==> src/rtl/xadc_drp_scheduler_pkg.sv <==
// Shared DRP address map and FSM encodings for the XADC DRP scheduler.
package xadc_drp_scheduler_pkg;

  localparam logic [6:0] ADDR_TEMP   = 7'h00;
  localparam logic [6:0] ADDR_VCCINT = 7'h01;
  localparam logic [6:0] ADDR_AUX0   = 7'h10;

  typedef enum logic [1:0] {
    ST_IDLE  = 2'd0,
    ST_ISSUE = 2'd1,
    ST_WAIT  = 2'd2
  } state_t;

  typedef enum logic {
    SRC_CONV = 1'b0,
    SRC_USER = 1'b1
  } src_t;

  // True when addr is the result register of one of the nch stored aux slots.
  function automatic logic is_aux(input logic [6:0] addr, input int nch);
    return (int'(addr) >= int'(ADDR_AUX0)) && (int'(addr) < int'(ADDR_AUX0) + nch);
  endfunction

endpackage

==> src/rtl/edge_detector_n.sv <==
// N-bit rising-edge detector: one register stage, p_edge high for the first cycle a bit is seen high.
module edge_detector_n #(
  parameter int N = 1
) (
  input  logic         clk,
  input  logic         rstn,
  input  logic [N-1:0] din,
  output logic [N-1:0] p_edge
);

  logic [N-1:0] din_d;

  always_ff @(posedge clk or negedge rstn) begin
    if (!rstn) din_d <= '0;
    else       din_d <= din;
  end

  assign p_edge = din & ~din_d;

endmodule

==> src/rtl/xadc_drp_scheduler.sv <==
// Owns the XADC DRP port: services conversion-result reads on eoc and user reads,
// one transaction at a time, conversions first.
module xadc_drp_scheduler
  import xadc_drp_scheduler_pkg::*;
#(
  parameter  int NCH     = 4,
  parameter  int TIMEOUT = 255,
  localparam int SW      = (NCH > 1) ? $clog2(NCH) : 1
) (
  input  logic              clk,
  input  logic              rstn,
  input  logic              eoc,
  input  logic [4:0]        channel,
  output logic              drp_den,
  output logic              drp_dwe,
  output logic [6:0]        drp_daddr,
  input  logic [15:0]       drp_do,
  input  logic              drp_drdy,
  input  logic              req,
  input  logic [6:0]        req_addr,
  output logic              ack,
  output logic [15:0]       rdata,
  output logic              sample_vld,
  output logic [SW-1:0]     sample_slot,
  output logic [12*NCH-1:0] values,
  output logic [NCH-1:0]    valid,
  output logic              overrun,
  output logic              timeout
);

  localparam logic [7:0] TMO_LAST = 8'(TIMEOUT - 1);

  state_t        state, state_nxt;
  src_t          src;
  logic          eoc_edge;
  logic          pend;
  logic [4:0]    pend_ch;
  logic [7:0]    tmo;
  logic          take_conv, take_user, drdy_hit, tmo_hit;
  logic          conv_hit, user_hit;
  logic [SW-1:0] slot;

  edge_detector_n #(.N(1)) u_eoc_edge (
    .clk    (clk),
    .rstn   (rstn),
    .din    (eoc),
    .p_edge (eoc_edge)
  );

  assign drp_dwe = 1'b0;

  always_ff @(posedge clk or negedge rstn) begin
    if (!rstn) state <= ST_IDLE;
    else       state <= state_nxt;
  end

  always_comb begin
    state_nxt = state;
    drp_den   = 1'b0;
    take_conv = 1'b0;
    take_user = 1'b0;
    drdy_hit  = 1'b0;
    tmo_hit   = 1'b0;
    case (state)
      ST_IDLE: begin
        if (pend) begin
          take_conv = 1'b1;
          state_nxt = ST_ISSUE;
        end else if (req) begin
          take_user = 1'b1;
          state_nxt = ST_ISSUE;
        end
      end
      ST_ISSUE: begin
        drp_den   = 1'b1;
        state_nxt = ST_WAIT;
      end
      ST_WAIT: begin
        if (drp_drdy) begin
          drdy_hit  = 1'b1;
          state_nxt = ST_IDLE;
        end else if (tmo == TMO_LAST) begin
          tmo_hit   = 1'b1;
          state_nxt = ST_IDLE;
        end
      end
      default: state_nxt = ST_IDLE;
    endcase
  end

  // Single-entry mailbox for conversions; an edge landing on the consume cycle re-arms it cleanly.
  always_ff @(posedge clk or negedge rstn) begin
    if (!rstn) begin
      pend    <= 1'b0;
      pend_ch <= '0;
      overrun <= 1'b0;
    end else if (eoc_edge) begin
      pend    <= 1'b1;
      pend_ch <= channel;
      if (pend && !take_conv) overrun <= 1'b1;
    end else if (take_conv) begin
      pend <= 1'b0;
    end
  end

  always_ff @(posedge clk or negedge rstn) begin
    if (!rstn) begin
      drp_daddr <= '0;
      src       <= SRC_CONV;
    end else if (take_conv) begin
      drp_daddr <= {2'b00, pend_ch};
      src       <= SRC_CONV;
    end else if (take_user) begin
      drp_daddr <= req_addr;
      src       <= SRC_USER;
    end
  end

  always_ff @(posedge clk or negedge rstn) begin
    if (!rstn) begin
      tmo     <= '0;
      timeout <= 1'b0;
    end else begin
      if (state == ST_ISSUE)     tmo <= '0;
      else if (state == ST_WAIT) tmo <= tmo + 8'd1;
      if (tmo_hit) timeout <= 1'b1;
    end
  end

  assign conv_hit = drdy_hit && (src == SRC_CONV) && is_aux(drp_daddr, NCH);
  assign user_hit = drdy_hit && (src == SRC_USER);
  assign slot     = SW'(drp_daddr - ADDR_AUX0);

  always_ff @(posedge clk or negedge rstn) begin
    if (!rstn) begin
      ack         <= 1'b0;
      rdata       <= '0;
      sample_vld  <= 1'b0;
      sample_slot <= '0;
    end else begin
      ack        <= user_hit;
      sample_vld <= conv_hit;
      if (user_hit) rdata       <= drp_do;
      if (conv_hit) sample_slot <= slot;
    end
  end

  for (genvar k = 0; k < NCH; k++) begin : g_slot
    logic [11:0] code;
    logic        seen;

    always_ff @(posedge clk or negedge rstn) begin
      if (!rstn) begin
        code <= '0;
        seen <= 1'b0;
      end else if (conv_hit && slot == SW'(k)) begin
        code <= drp_do[15:4];
        seen <= 1'b1;
      end
    end

    assign values[12*k +: 12] = code;
    assign valid[k]           = seen;
  end

endmodule

==> config.mk <==
export PLATFORM = sky130hd
export DESIGN_NAME = xadc_drp_scheduler
export DESIGN_NICKNAME = d
export VERILOG_FILES = /design/src/rtl/xadc_drp_scheduler_pkg.sv /design/src/rtl/edge_detector_n.sv /design/src/rtl/xadc_drp_scheduler.sv
export SDC_FILE = /design/constraint.sdc
export NUM_CORES = 1
export LEC_CHECK = 0
export CAP_MARGIN = 10
export CORE_ASPECT_RATIO = 0.7
export CORE_MARGIN = 2
export CORE_UTILIZATION = 43
export CTS_CLUSTER_DIAMETER = 120
export CTS_CLUSTER_SIZE = 8
export DETAILED_ROUTE_END_ITERATION = 10
export PLACE_DENSITY = 0.75
export SLEW_MARGIN = 20
export SYNTH_ARGS = -nofsm -noshare
export SYNTH_HDL_FRONTEND = slang
export SYNTH_HIERARCHICAL = 1
export SYNTH_SLANG_ARGS = --single-unit
==> constraint.sdc <==
create_clock -name clk -period 1.9 [get_ports clk]
set_clock_uncertainty 0.15 [all_clocks]
set_input_delay 0.57 -clock clk [delete_from_list [all_inputs] [get_ports clk]]
set_output_delay 0.57 -clock clk [all_outputs]
set_load 0.01 [all_outputs]
==> impl_metrics.yaml <==
clocking:
  insertion_delay_ns: 0.34
  clock-sinks: 99
  cts_buffers: 9
  clockBufferDepth: 2
  htree_levels: 3
  cts_tree: "yes"
  clock-root-buffer: "clkbuf_16"
  path_clk_slew_ns: 0.07
power_and_ir_drop:
  leakagePower_nw: 3.095
  p_per_area_nw_per_um2: 1329
  vdd_ir_drop_max_mv: 0.8842
  p_total_mw: 7.782
global_route:
  grt_pass1_vias: 2854
  grt_pass1_wl_um: 15640
  grt_overflow: 0
  antenna_found_initial: 0
  grtUsageTotal_pct: 20.04
  grt_start_max_net_pins: 37
setup_path:
  crit_chain: "inv_2, ha_4, and4bb_4, nand4b_1, buf_6, mux2_2"
  cp-start-kind: "flop"
  critPathMaxFanout: 7
  crit_family: "simple AND/OR/NAND/NOR gates"
  slowest_delay_ns: 0.42
  cp.required_ns: 1.98
  worst_path_max_delay_cell: "dfrtp_1"
  endpoint_kind: "flop"
  crit_type: "reg -> reg"
  arrival_ns: 2.01
  cp_num_buf_inv: 2
synthesis:
  netlist_instances: 296
  netlist_top_cells_count: "dfrtp_1, mux2_2, nand2_1"
  seq_area_frac_synth_pct: 60.66
  synth.top_cell.area_share_pct: 60.66
  postSynthAreaPerCell_sq_um: 13.80
  synthesis.nets: 334
  synth_seq_cells: 99
  yosysMostFrequentCell: "dfrtp_1"
  ys_warn_count: 6
  synth_area_sq_um: 4084
  synth-main-ff-cell: "dfrtp_1"
  synth-edff-count: 0
  synth_cell_types: 38
  synth_area_leaders: "dfrtp_1, mux2_2, ha_1"
  yosysTopAreaCell: "dfrtp_1"
  synthArstFlopShare_pct: 100.0
timing:
  rsz0062_at_grt: "yes"
  slew-limit-headroom_pct: 60.33
  drv_slew: 0
  tns_ns: -0.1609
  setup_viol: 13
  finalCriticalPeriod_ns: 1.930
  timing.final.ws_setup_ns: -0.03011
  fmax_mhz: 518.1
  hold_violations: 0
  fin_crit_sh_pct: 101.6
  worst_pin_slew_ns: 0.5888
routing:
  firstDrtPassIters: 4
  final_antenna_net_count: 0
  drt_iter0_drc: 121
  wl_per_cell_um: 17.48
  via_per_inst: 5.103
  drt_wl_total_um: 9839
  vias: 2873
  drc_errors: 0
run_status:
  status: "complete, but fails checks"
  violations: "setup timing"
flow_run:
  maxCapViolations: 0
floorplan:
  fp.dieH_um: 85.54
  row_count: 29
  die_area_sq_um: 10310
  die_w_um: 120.5
  io_pins: 116
  initial_core_util_pct: 44.66
  coreArea_sq_um: 9144
final_layout:
  diodes: 0
  area_growth_pct: 43.41
  drive_gt1_share_pct: 30.07
  finalNetCount: 472
placed_design:
  hpwl_um: 6870
  port-buffer-count: 114
  finalWeightedCongestion: 0.7527
hold_path:
  hp-class: "reg -> reg"
[power by group]
group / internal (mW) / total, mW / switching, mW
registers: 2.74 / 3.18 / 0.441
clock network: 1.07 / 1.86 / 0.789
logic: 1.46 / 2.75 / 1.28
total: 5.27 / 7.78 / 2.51
[cells by family (layout without fill, tap and decap cells)]
| family | count (synthesis) | in the layout | share of synthesized area (%) |
|---|---|---|---|
| AND/OR/NAND/NOR | 53 | 53 | 8.058 |
| other | 1 | 1 | 0.09182 |
| adder cells (fa/ha/maj) | 5 | 5 | 1.532 |
| AO/OA/AOI/OAI | 37 | 37 | 6.036 |
| multiplexers | 74 | 74 | 20.37 |
| flip-flops | 99 | 99 | 60.66 |
| buffers and inverters | 27 | 170 | 3.248 |
[worst paths after layout]
path                                       from                             to  slack, ns  cells past startpoint
max                        state[0]$_DFFE_PN0P_  g_slot[1].code[4]$_DFFE_PN0P_      -0.03                      6
min                         overrun$_DFFE_PN0P_            overrun$_DFFE_PN0P_       0.32                      1
max reg2reg                state[0]$_DFFE_PN0P_  g_slot[1].code[4]$_DFFE_PN0P_      -0.03                      6
min reg2reg                 overrun$_DFFE_PN0P_            overrun$_DFFE_PN0P_       0.32                      1
max in group asynchronous                  rstn     sample_slot[1]$_DFFE_PN0P_       0.62                      3
min in group asynchronous                  rstn            overrun$_DFFE_PN0P_       0.50                      2
[cell type report]
type | instances | area, sq um
Multi-Input combinational cell | 170 | 1508
Fill cell | 769 | 3287
Inverter | 10 | 37.54
Timing Repair Buffer | 144 | 1369
Clock inverter | 6 | 71.32
Tap cell | 124 | 155.1
Clock buffer | 10 | 239.0
Sequential cell | 99 | 2477
[cells in the final DEF, fill, tap and decap left out, types with 7 or more instances in the layout]
cell,Yosys,routed
mux2_2,73,73
inv_1,10,8
nor2_1,7,7
dlygate4sd2_1,0,80
buf_4,8,20
nand2_1,12,12
o21ai_0,9,9
a21oi_1,7,7
clkdlybuf4s50_1,0,30
dfrtp_1,99,99
clkbuf_16,0,9
[flip-flops by register name, indices dropped and copies added, names as in the netlist]
signal and count:
ack 1, drp_daddr 7, g_slot.code 48, g_slot.seen 4, overrun 1, pend 1, pend_ch 5, rdata 16
sample_slot 2, sample_vld 1, src 1, state 2, timeout 1, tmo 8, u_eoc_edge/din_d 1
[metal layers]
metal  vias up  GRT usage [%]  share of wire, %
li1       1332              -                 -
met5         -              0                 0
met3        15          4.920               4.6
met4         0          6.977               1.9
met2        77          30.92                48
met1      1449          27.99                46
[timing repair]
action	4_1_cts	5_1_grt
cloned	2	0
pin swaps	3	5
buffers inserted	4	4
hold endpoints to repair	14	0
setup endpoints to repair	121	52
hold buffers	1	0
resized for setup	93	11
[metrics by stage]
step | area, sq um | utilization (%) | worst slack, ns | hold WS (ns) | cells
finish | 5857 | 64.05 | -0.03011 | 0.3182 | 563
global route | 5857 | 64.05 | -0.09897 | 0.3433 | 563
detailed placement | 5488 | 60.02 | -0.4039 | 0.3037 | 536
global placement | 5488 | 60.02 | -0.3646 | 0.3019 | 536
CTS | 5806 | 63.49 | -0.1017 | 0.3187 | 559
floorplan | 4084 | - | 0.05681 | 0.1244 | 296
(Power assumes the default switching activity.)
